### src/rtl/keypad_if.sv
// Keypad scanner bus: matrix rows/columns plus the decoded key outputs.
//   row       4  keypad rows, active-low (into scanner)
//   col       4  keypad columns, active-low one-hot (from scanner)
//   key_code  4  code of the last accepted key
//   key_valid 1  one-clk pulse when key_code is updated
//   key_held  1  debounced key-pressed level
//   nums      16 {BCD4,BCD3,BCD2,BCD1} for the 7-segment driver
// master = scanner side, slave = keypad/display side.
interface keypad_if;
  logic [3:0]  row;
  logic [3:0]  col;
  logic [3:0]  key_code;
  logic        key_valid;
  logic        key_held;
  logic [15:0] nums;

  modport master (input row, output col, key_code, key_valid, key_held, nums);
  modport slave  (output row, input col, key_code, key_valid, key_held, nums);
endinterface

### src/rtl/keypad_scanner.sv
// 4x4 active-low matrix keypad scanner with debounce, ghost rejection and a
// scrolling 4-digit nums register for the 7-segment driver.
// Ports:
//   clk  system clock
//   rst  asynchronous reset, active-high
//   kp   keypad_if.master (row in; col, key_code, key_valid, key_held, nums out)
// Optional feature: define KEYPAD_REPEAT_EN to re-issue key_valid every
// REPEAT_SCANS full scans while the accepted key stays held.
module keypad_scanner #(
  parameter int unsigned SCAN_DIV       = 32768,
  parameter int unsigned DEBOUNCE_SCANS = 4,
  parameter int unsigned REPEAT_SCANS   = 64
) (
  input  logic     clk,
  input  logic     rst,
  keypad_if.master kp
);

  localparam int unsigned DIV_W = $clog2(SCAN_DIV);
  localparam int unsigned REP_W = $clog2(REPEAT_SCANS + 1);

  if (SCAN_DIV < 4 || DEBOUNCE_SCANS < 1 || DEBOUNCE_SCANS > 15 || REPEAT_SCANS < 1)
  begin : g_cfg_err
    $error("keypad_scanner: illegal parameter value");
  end

  typedef enum logic {ST_IDLE = 1'b0, ST_PRESSED = 1'b1} state_e;

  // Matrix position (row*4+col) to key code.
  function automatic logic [3:0] key_to_code(input logic [3:0] k);
    logic [3:0] c;
    case (k)
      4'd0:  c = 4'd1;   4'd1:  c = 4'd2;   4'd2:  c = 4'd3;   4'd3:  c = 4'd12;
      4'd4:  c = 4'd4;   4'd5:  c = 4'd5;   4'd6:  c = 4'd6;   4'd7:  c = 4'd13;
      4'd8:  c = 4'd7;   4'd9:  c = 4'd8;   4'd10: c = 4'd9;   4'd11: c = 4'd14;
      4'd12: c = 4'd10;  4'd13: c = 4'd0;   4'd14: c = 4'd11;  default: c = 4'd15;
    endcase
    return c;
  endfunction

  logic [3:0]       row_meta_q, row_sync_q;
  logic [DIV_W-1:0] div_q, div_d;
  logic [3:0]       col_q, col_d;
  logic [1:0]       col_idx_q, col_idx_d;
  logic [1:0]       low_cnt_q, low_cnt_d;
  logic [3:0]       key_acc_q, key_acc_d;
  logic             cand_none_q, cand_none_d;
  logic [3:0]       cand_key_q, cand_key_d;
  logic [3:0]       db_cnt_q, db_cnt_d;
  state_e           state_q, state_d;
  logic [3:0]       key_code_q, key_code_d;
  logic             key_valid_q, key_valid_d;
  logic             key_held_q, key_held_d;
  logic [15:0]      nums_q, nums_d;
`ifdef KEYPAD_REPEAT_EN
  logic [REP_W-1:0] rep_q, rep_d;
`endif

  // Per-sample decode of the synchronized rows for the current column.
  logic       tick_c;
  logic [3:0] lows_c;
  logic [2:0] n_low_c, low_tot_c;
  logic [1:0] row_idx_c, low_sat_c;
  logic [3:0] key_here_c;

  always_comb begin
    tick_c     = (div_q == DIV_W'(SCAN_DIV - 1));
    lows_c     = ~row_sync_q;
    n_low_c    = 3'(lows_c[0]) + 3'(lows_c[1]) + 3'(lows_c[2]) + 3'(lows_c[3]);
    row_idx_c  = 2'd0;
    case (lows_c)
      4'b0010: row_idx_c = 2'd1;
      4'b0100: row_idx_c = 2'd2;
      4'b1000: row_idx_c = 2'd3;
      default: row_idx_c = 2'd0;
    endcase
    // Column 0 opens a new scan, so the running low count restarts there.
    low_tot_c  = ((col_idx_q == 2'd0) ? 3'd0 : 3'(low_cnt_q)) + n_low_c;
    low_sat_c  = (low_tot_c >= 3'd2) ? 2'd2 : low_tot_c[1:0];
    key_here_c = {row_idx_c, col_idx_q};
  end

  // Scan sequencing, debounce and IDLE/PRESSED key FSM.
  always_comb begin
    logic       res_none;
    logic [3:0] res_key;
    logic       stable;
    logic       fire;

    div_d       = div_q + DIV_W'(1);
    col_d       = col_q;
    col_idx_d   = col_idx_q;
    low_cnt_d   = low_cnt_q;
    key_acc_d   = key_acc_q;
    cand_none_d = cand_none_q;
    cand_key_d  = cand_key_q;
    db_cnt_d    = db_cnt_q;
    state_d     = state_q;
    key_code_d  = key_code_q;
    key_valid_d = 1'b0;
    key_held_d  = key_held_q;
    nums_d      = nums_q;
`ifdef KEYPAD_REPEAT_EN
    rep_d       = rep_q;
`endif
    res_none    = 1'b1;
    res_key     = 4'd0;
    stable      = 1'b0;
    fire        = 1'b0;

    if (tick_c) begin
      div_d     = '0;
      col_d     = {col_q[2:0], col_q[3]};
      col_idx_d = col_idx_q + 2'd1;
      low_cnt_d = low_sat_c;
      if (n_low_c == 3'd1) key_acc_d = key_here_c;

      if (col_idx_q == 2'd3) begin
        // Exactly one low across the whole scan is a key; anything else is NONE.
        res_none = (low_sat_c != 2'd1);
        res_key  = res_none ? 4'd0 : ((n_low_c == 3'd1) ? key_here_c : key_acc_q);

        if (res_none == cand_none_q && res_key == cand_key_q) begin
          db_cnt_d = (db_cnt_q >= 4'(DEBOUNCE_SCANS)) ? 4'(DEBOUNCE_SCANS) : db_cnt_q + 4'd1;
        end else begin
          db_cnt_d    = 4'd1;
          cand_none_d = res_none;
          cand_key_d  = res_key;
        end
        stable = (db_cnt_d == 4'(DEBOUNCE_SCANS));

        case (state_q)
          ST_IDLE: begin
            if (stable && !cand_none_d) begin
              state_d    = ST_PRESSED;
              key_code_d = key_to_code(cand_key_d);
              key_held_d = 1'b1;
              fire       = 1'b1;
`ifdef KEYPAD_REPEAT_EN
              rep_d      = '0;
`endif
            end
          end
          ST_PRESSED: begin
            if (stable && cand_none_d) begin
              state_d    = ST_IDLE;
              key_held_d = 1'b0;
`ifdef KEYPAD_REPEAT_EN
              rep_d      = '0;
            end else if (stable && key_to_code(cand_key_d) == key_code_q) begin
              if (rep_q == REP_W'(REPEAT_SCANS - 1)) begin
                rep_d = '0;
                fire  = 1'b1;
              end else begin
                rep_d = rep_q + REP_W'(1);
              end
`endif
            end
          end
          default: state_d = ST_IDLE;
        endcase
      end
    end

    // Accepted (or repeated) key scrolls into the display.
    if (fire) begin
      key_valid_d = 1'b1;
      if (key_code_d <= 4'd9 || key_code_d == 4'd11) begin
        nums_d = {nums_q[11:0], key_code_d};
      end else if (key_code_d == 4'd10) begin
        nums_d = 16'hFFFF;
      end
    end
  end

  always_ff @(posedge clk or posedge rst) begin
    if (rst) begin
      row_meta_q  <= 4'hF;
      row_sync_q  <= 4'hF;
      div_q       <= '0;
      col_q       <= 4'b1110;
      col_idx_q   <= 2'd0;
      low_cnt_q   <= 2'd0;
      key_acc_q   <= 4'd0;
      cand_none_q <= 1'b1;
      cand_key_q  <= 4'd0;
      db_cnt_q    <= 4'd0;
      state_q     <= ST_IDLE;
      key_code_q  <= 4'hF;
      key_valid_q <= 1'b0;
      key_held_q  <= 1'b0;
      nums_q      <= 16'hFFFF;
`ifdef KEYPAD_REPEAT_EN
      rep_q       <= '0;
`endif
    end else begin
      row_meta_q  <= kp.row;
      row_sync_q  <= row_meta_q;
      div_q       <= div_d;
      col_q       <= col_d;
      col_idx_q   <= col_idx_d;
      low_cnt_q   <= low_cnt_d;
      key_acc_q   <= key_acc_d;
      cand_none_q <= cand_none_d;
      cand_key_q  <= cand_key_d;
      db_cnt_q    <= db_cnt_d;
      state_q     <= state_d;
      key_code_q  <= key_code_d;
      key_valid_q <= key_valid_d;
      key_held_q  <= key_held_d;
      nums_q      <= nums_d;
`ifdef KEYPAD_REPEAT_EN
      rep_q       <= rep_d;
`endif
    end
  end

  assign kp.col       = col_q;
  assign kp.key_code  = key_code_q;
  assign kp.key_valid = key_valid_q;
  assign kp.key_held  = key_held_q;
  assign kp.nums      = nums_q;

endmodule

### src/flat_wrapper.sv
// flat-port wrapper written by rule: the top's interface ports become plain ports
module keypad_scanner_flat 
#(
  parameter int unsigned SCAN_DIV       = 32768,
  parameter int unsigned DEBOUNCE_SCANS = 4,
  parameter int unsigned REPEAT_SCANS   = 64
)
  (clk, rst, kp_row, kp_col, kp_key_code, kp_key_valid, kp_key_held, kp_nums);
  keypad_if kp_i ();
  input  logic clk;
  input  logic rst;
  input wire logic [$bits(kp_i.row)-1:0] kp_row;
  output wire logic [$bits(kp_i.col)-1:0] kp_col;
  output wire logic [$bits(kp_i.key_code)-1:0] kp_key_code;
  output wire logic [$bits(kp_i.key_valid)-1:0] kp_key_valid;
  output wire logic [$bits(kp_i.key_held)-1:0] kp_key_held;
  output wire logic [$bits(kp_i.nums)-1:0] kp_nums;
  assign kp_i.row = kp_row;
  assign kp_col = kp_i.col;
  assign kp_key_code = kp_i.key_code;
  assign kp_key_valid = kp_i.key_valid;
  assign kp_key_held = kp_i.key_held;
  assign kp_nums = kp_i.nums;
  keypad_scanner #(.SCAN_DIV(SCAN_DIV), .DEBOUNCE_SCANS(DEBOUNCE_SCANS), .REPEAT_SCANS(REPEAT_SCANS)) u_core (.clk(clk), .rst(rst), .kp(kp_i));
endmodule
### config.mk
export PLATFORM = sky130hd
export DESIGN_NAME = keypad_scanner_flat
export DESIGN_NICKNAME = d
export VERILOG_FILES = /design/src/rtl/keypad_if.sv /design/src/rtl/keypad_scanner.sv /design/src/flat_wrapper.sv
export SDC_FILE = /design/constraint.sdc
export NUM_CORES = 1
export LEC_CHECK = 0
export BUFFER_PORTS_ARGS = -buffer_cell sky130_fd_sc_hd__buf_2
export CAP_MARGIN = 10
export CORE_MARGIN = 2
export CORE_UTILIZATION = 40
export CTS_BUF_LIST = sky130_fd_sc_hd__clkbuf_16
export CTS_CLUSTER_DIAMETER = 120
export DETAILED_ROUTE_END_ITERATION = 12
export SLEW_MARGIN = 0
export SYNTH_ARGS = -nofsm -noshare
export SYNTH_HDL_FRONTEND = slang
export SYNTH_SLANG_ARGS = --single-unit
### constraint.sdc
create_clock -name clk -period 5.7 [get_ports clk]
set_input_delay 0.57 -clock clk [delete_from_list [all_inputs] [get_ports clk]]
set_output_delay 0.57 -clock clk [all_outputs]
set_load 0.005 [all_outputs]
==> impl_metrics.json, run 1 <==
{
  "post-route-period-util_pct": 87.7,
  "slew_viol_final": 0,
  "cap_viol_max_count": 0,
  "tightest_slew_ns": 0.822,
  "setup_viol": 0,
  "place_hpwl_um": 4640,
  "cts_buffers": 9,
  "whs_ns": 0.337,
  "syn_inst": 334,
  "hp-class": "input pin to flop",
  "seqPwrFrac_pct": 44.2,
  "crit_required_ns": 5.94,
  "synth_nets": 357,
  "p_total_mw": 1.09,
  "area_delta_synth_final_pct": 16.4,
  "ctsHoldBuffers": 0,
  "synthTopCellsByArea": "dfrtp_1 (26%), dfstp_2 (25%), ha_1 (5.5%)",
  "p_leak_nw": 1.72,
  "vias": 2434,
  "seq_area_frac_synth_pct": 50.6,
  "crit_slowest_cell": "fa_1",
  "cp.depth": 16,
  "crit_top_cell": "ha_1",
  "crit_path_end_kind": "flop",
  "synth_edf_count": 0,
  "path_cells": "inv_1 > ha_1 > fa_1 > ha_1 > inv_1 > fa_1 > nand2_1 > nor2_1 > nand2b_1 > ha_1 > mux2i_1 > a2bb2oi_1 > a2111oi_4 > buf_4 > and2b_1 > a21oi_1",
  "cts-resized-gates": 0,
  "clk_latency_ns": 0.33,
  "status": "completed",
  "drc": 0,
  "relSlewSlack_pct": 45.2,
  "antenna_cells": 0,
  "cts_root_buf": "clkbuf_16",
  "ir_drop_mv": 0.158,
  "htree_levels": 3,
  "cts_sinks": 67,
  "ios": 32,
  "drtIter0Drc": 145,
  "avgRoutedWirePerCell_um": 13.8,
  "start_kind": "flop",
  "die_w_um": 96.1,
  "worst-r2r-cell-count": 16,
  "synth_area_leader_cell": "dfrtp_1",
  "grt-ovfl-total": 0,
  "clockBufferDepth": 2,
  "nets": 392,
  "cpPeakStageDelay_ns": 0.58,
  "rsz0062_at_grt": "no",
  "dr.pass1.iters": 4,
  "crit_buf_inv": 3,
  "p_int_uw": 842,
  "grt_pass1_wl_um": 11500,
  "antenna_left": 0,
  "track_usage_pct": 16.1,
  "finalSetupTns_ns": 0,
  "pwr-share-comb_pct": 5.2,
  "yosysTopAreaCellShare_pct": 25.8,
  "fin_skew_ns": 0.00822,
  "fmax_mhz": 200,
  "critPathMaxFanout": 15,
  "p_clk_share_pct": 50.6,
  "routed_wl_um": 6630,
  "post_cts.repair.setup_buffers": 0,
  "crit_type": "flop to flop",
  "post_drt_via_cell_ratio": 5.08,
  "ys_types": 54,
  "ys_top_cells_by_count": "nand2_1 (44), dfrtp_1 (35), dfstp_2 (32)",
  "cp_top_family": "adder cells",
  "grt_pass1_vias": 2402,
  "antenna_found_initial": 0,
  "netlist_area_um2": 3400,
  "start_util_pct": 41.3,
  "ys_ff_latch": 67,
  "arrival_ns": 5.24,
  "clkSlewWorstSetupHoldPaths_ns": 0.06,
  "yosysWarnings": 0,
  "gp_congestion": 0.769,
  "grt_start_max_net_pins": 68,
  "yosysMostFrequentCell": "nand2_1",
  "cellPowerDensity_nw_per_um2": 277,
  "num_rows": 33,
  "core_area_um2": 8220,
  "drive_gt1_share_pct": 26.7,
  "synth_area_per_cell_um2": 10.2,
  "hold_viol_final": 0,
  "async_reset_ff_share_pct": 100,
  "hold_depth": 1,
  "synth_ff_type": "dfrtp_1",
  "die_h_um": 96.1,
  "die_area_um2": 9240,
  "power_switching_uw": 253,
  "port_buffers": 31,
  "fin_crit_ns": 5.00,
  "cts_tree": "done",
  "sw_frac_of_total_pct": 23.1
}
through the flow:
| stage | cell area [um2] | setup WS (ns) | instances | utilization (%) |
|---|---|---|---|---|
| global placement | 3650 | 0.811 | 463 | 44.4 |
| detailed placement | 3650 | 0.707 | 463 | 44.4 |
| floorplan | 3400 | 1.35 | 334 | - |
| global route | 3950 | 0.247 | 479 | 48.1 |
| finish | 3950 | 0.700 | 479 | 48.1 |
| CTS | 3950 | 0.677 | 479 | 48.1 |
registers in the layout (all words and copies together), names as in the netlist, named ones only:
register,flops
u_core.cand_key_q,4
u_core.cand_none_q,1
u_core.col_idx_q,2
u_core.db_cnt_q,4
u_core.div_q,15
u_core.key_acc_q,4
u_core.kp.col,4
u_core.kp.key_code,4
u_core.kp.key_held,1
u_core.kp.key_valid,1
u_core.kp.nums,16
u_core.low_cnt_q,2
u_core.row_meta_q,4
u_core.row_sync_q,4
worst paths after layout:
check / start / endpoint / slack (ns)
worst max register to register: u_core.row_sync_q[0]$_DFF_PP1_ / u_core.kp.nums[15]$_DFFE_PP1P_ / 0.70
worst min register to register: u_core.row_meta_q[1]$_DFF_PP1_ / u_core.row_sync_q[1]$_DFF_PP1_ / 0.35
max in group asynchronous: rst / u_core.key_acc_q[3]$_DFFE_PP0N_ / 4.69
worst min-delay path: kp_row[3] / u_core.row_meta_q[3]$_DFF_PP1_ / 0.34
min in group asynchronous: rst / u_core.div_q[13]$_DFF_PP0_ / 0.48
worst max-delay path: u_core.row_sync_q[0]$_DFF_PP1_ / u_core.kp.nums[15]$_DFFE_PP1P_ / 0.70
cell usage in the layout (no fill, tap or decap), types with 3 or more instances in the layout:
cell type  Yosys  layout
a21oi_1        9       9
a21oi_2        9       9
and2_1         3       3
and3_1         3       3
buf_2          1      31
buf_4          0       3
clkbuf_16      0       9
dfrtp_1       35      35
dfstp_2       32      32
ha_1          15      15
inv_1         27      26
mux2i_1        3       3
nand2_1       44      44
nand2b_1       3       3
nand3_1       12      12
nand4_1        4       4
nor2_1        30      30
nor2b_1        3       3
nor3_1         6       6
o21ai_0       21      21
or3_1          6       6
xnor2_1       11      11
xor2_1         6       6
power by group through the flow:
stage / clock [mW] / sequential, mW / combinational [mW]
floorplan: 0 / 0.491 / 0.0460
global placement: 0 / 0.491 / 0.0575
detailed placement: 0 / 0.491 / 0.0579
CTS: 0.570 / 0.484 / 0.0583
global route: 0.593 / 0.484 / 0.0659
finish: 0.554 / 0.484 / 0.0575
per-layer routing:
metal / part of all wire (%) / up-vias / GRT usage [%]
li1: - / 1203 / -
met1: 49 / 1177 / 20.9
met2: 46 / 43 / 25.9
met3: 3.8 / 11 / 4.54
met4: 1.7 / 0 / 5.48
met5: 0 / - / 0
worst reg2reg max path: cells and delay by family (launching register included):
family / cells / cell delay, ns
simple gates: 4 / 1.20
buf+inv: 3 / 0.37
fa+ha+maj: 5 / 1.95
flops: 1 / 0.54
mux: 1 / 0.14
compound gates: 3 / 0.71
logic make-up after synthesis:
group                      share of synthesized area [%]
muxes                                               2.21
AOI/OAI and AO/OA                                   12.8
buffers and inverters                               4.57
and+or+nand+nor                                     18.8
xor gates and xnor gates                            4.38
adders and majority gates                           6.71
DFF                                                 50.6
final cells by class:
type                            count  area, um2
Multi-Input combinational cell    230       1520
Timing Repair Buffer               34        178
Inverter                           27        101
Clock buffer                        9        225
Fill cell                         780       4260
Clock inverter                      7       76.3
Sequential cell                    67       1720
Tap cell                          105        131
(Power assumes the default switching activity.)
==> inputs of run 2 (changes only) <==
--- a/config.mk
+++ b/config.mk
@@ -5,13 +5,13 @@
 export SDC_FILE = /design/constraint.sdc
 export NUM_CORES = 1
 export LEC_CHECK = 0
-export BUFFER_PORTS_ARGS = -buffer_cell sky130_fd_sc_hd__buf_2
 export CAP_MARGIN = 10
 export CORE_MARGIN = 2
 export CORE_UTILIZATION = 40
 export CTS_BUF_LIST = sky130_fd_sc_hd__clkbuf_16
 export CTS_CLUSTER_DIAMETER = 120
 export DETAILED_ROUTE_END_ITERATION = 12
+export DONT_BUFFER_PORTS = 1
 export SLEW_MARGIN = 0
 export SYNTH_ARGS = -nofsm -noshare
 export SYNTH_HDL_FRONTEND = slang
==> run 2 against run 1 <==
Net effect:
- register-to-register slack lost 0.04 ns
- maximum frequency shrank 0.81%
- final cell count shrank 6.5%
- worst setup slack lost 0.041 ns
- first-iteration DRC count shrank 30%
==> impl_metrics.json, run 2 (same netlist as run 1, synthesis figures left out) <==
{
  "core_area_um2": 8220,
  "post_drt_via_cell_ratio": 5.11,
  "hp-class": "input pin to flop",
  "layout_commonest_cell": "nand2_1",
  "crit_type": "flop to flop",
  "status": "completed",
  "cts_tree": "done",
  "drtIter0Drc": 101,
  "drc": 0,
  "num_rows": 33,
  "power_switching_uw": 241,
  "seqPwrFrac_pct": 44.9,
  "place_hpwl_um": 4560,
  "area_delta_synth_final_pct": 11.6,
  "fmax_mhz": 198,
  "cap_viol_max_count": 0,
  "start_kind": "flop",
  "pwr-share-comb_pct": 5.3,
  "slew_viol_final": 0,
  "rsz0062_at_grt": "no",
  "post-route-period-util_pct": 88.4,
  "cellPowerDensity_nw_per_um2": 284,
  "cts-resized-gates": 0,
  "antenna_left": 0,
  "clkSlewWorstSetupHoldPaths_ns": 0.05,
  "arrival_ns": 5.27,
  "p_leak_nw": 1.54,
  "port_buffers": 0,
  "ios": 32,
  "grt_pass1_vias": 2238,
  "clockBufferDepth": 2,
  "clk_latency_ns": 0.33,
  "cts_root_buf": "clkbuf_16",
  "crit_path_end_kind": "flop",
  "finalSetupTns_ns": 0,
  "sw_frac_of_total_pct": 22.4,
  "die_area_um2": 9240,
  "fin_crit_ns": 5.04,
  "largest_register_ffs": 16,
  "antenna_cells": 0,
  "htree_levels": 3,
  "fin_skew_ns": 0.00739,
  "routed_wl_um": 6520,
  "p_clk_share_pct": 49.8,
  "layout_common_cells": "nand2_1 (44), dfrtp_1 (35), dfstp_2 (32)",
  "ir_drop_mv": 0.169,
  "cts_buffers": 9,
  "drive_gt1_share_pct": 19.5,
  "grt_start_max_net_pins": 68,
  "critPathMaxFanout": 15,
  "antenna_found_initial": 0,
  "start_util_pct": 41.3,
  "avgRoutedWirePerCell_um": 14.5,
  "p_int_uw": 836,
  "vias": 2288,
  "track_usage_pct": 15.1,
  "tightest_slew_ns": 0.824,
  "die_w_um": 96.1,
  "cts_sinks": 67,
  "nets": 361,
  "hold_viol_final": 0,
  "setup_viol": 0,
  "crit_required_ns": 5.93,
  "post_cts.repair.setup_buffers": 0,
  "grt_pass1_wl_um": 10600,
  "grt-ovfl-total": 0,
  "dr.pass1.iters": 4,
  "stdcell_area_um2": 3790,
  "gp_congestion": 0.826,
  "ctsHoldBuffers": 0,
  "place_area_um2": 3500,
  "die_h_um": 96.1,
  "relSlewSlack_pct": 45.1
}
run 2: worst paths after layout:
kind | from | slack (ns) | cells past startpoint | endpoint
max | u_core.row_sync_q[0]$_DFF_PP1_ | 0.66 | 16 | u_core.kp.nums[15]$_DFFE_PP1P_
max reg2reg | u_core.row_sync_q[0]$_DFF_PP1_ | 0.66 | 16 | u_core.kp.nums[15]$_DFFE_PP1P_
min reg2reg | u_core.row_meta_q[3]$_DFF_PP1_ | 0.35 | 0 | u_core.row_sync_q[3]$_DFF_PP1_
min in group asynchronous | rst | 0.37 | 2 | u_core.div_q[12]$_DFF_PP0_
min | kp_row[2] | 0.24 | 0 | u_core.row_meta_q[2]$_DFF_PP1_
max in group asynchronous | rst | 4.79 | 2 | u_core.key_acc_q[0]$_DFFE_PP0N_
run 2: final cells by class:
cell class / instances / area, um2
clock inverter: 7 / 68.8
tap: 105 / 131
timing repair buffer: 3 / 22.5
clock buffer: 9 / 225
fill: 752 / 4430
inverter: 27 / 101
sequential: 67 / 1720
multi-input combinational: 230 / 1520
run 2: metrics by stage:
step                      instances  setup slack, ns  util [%]  total power, mW  hold slack (ns)
after CTS                       448            0.675      46.1             1.09            0.229
after detailed placement        432            0.685      42.5            0.548            0.347
after global placement          432            0.784      42.5            0.547            0.346
after floorplan                 334             1.35         -            0.537            0.345
after global routing            448            0.266      46.1             1.12            0.227
final                           448            0.659      46.1             1.08            0.240
run 2: layer usage:
| metal | wire length, um | vias to the layer above | track usage (%) |
|---|---|---|---|
| met5 | 0 | - | 0 |
| met4 | 74 | 0 | 6.07 |
| met3 | 371 | 8 | 4.62 |
| met2 | 3070 | 51 | 24.8 |
| met1 | 3000 | 1087 | 18.6 |
| li1 | - | 1142 | - |
run 2: power groups by stage:
stage	sequential (mW)	combinational [mW]	clock [mW]
6_report	0.484	0.0566	0.537
3_5_place_dp	0.491	0.0571	0
5_1_grt	0.484	0.0638	0.573
2_1_floorplan	0.491	0.0460	0
4_1_cts	0.484	0.0575	0.552
3_3_place_gp	0.491	0.0559	0
run 2: critical path: stages, from the launching register on:
cell	delay [ns]
dfstp_2	0.54
inv_1	0.05
ha_1	0.30
fa_1	0.39
ha_1	0.36
inv_1	0.08
fa_1	0.58
nand2_1	0.08
nor2_1	0.42
nand2b_1	0.20
ha_1	0.35
mux2i_1	0.14
a2bb2oi_1	0.19
a2111oi_4	0.38
buf_4	0.24
and2b_1	0.50
a21oi_1	0.14
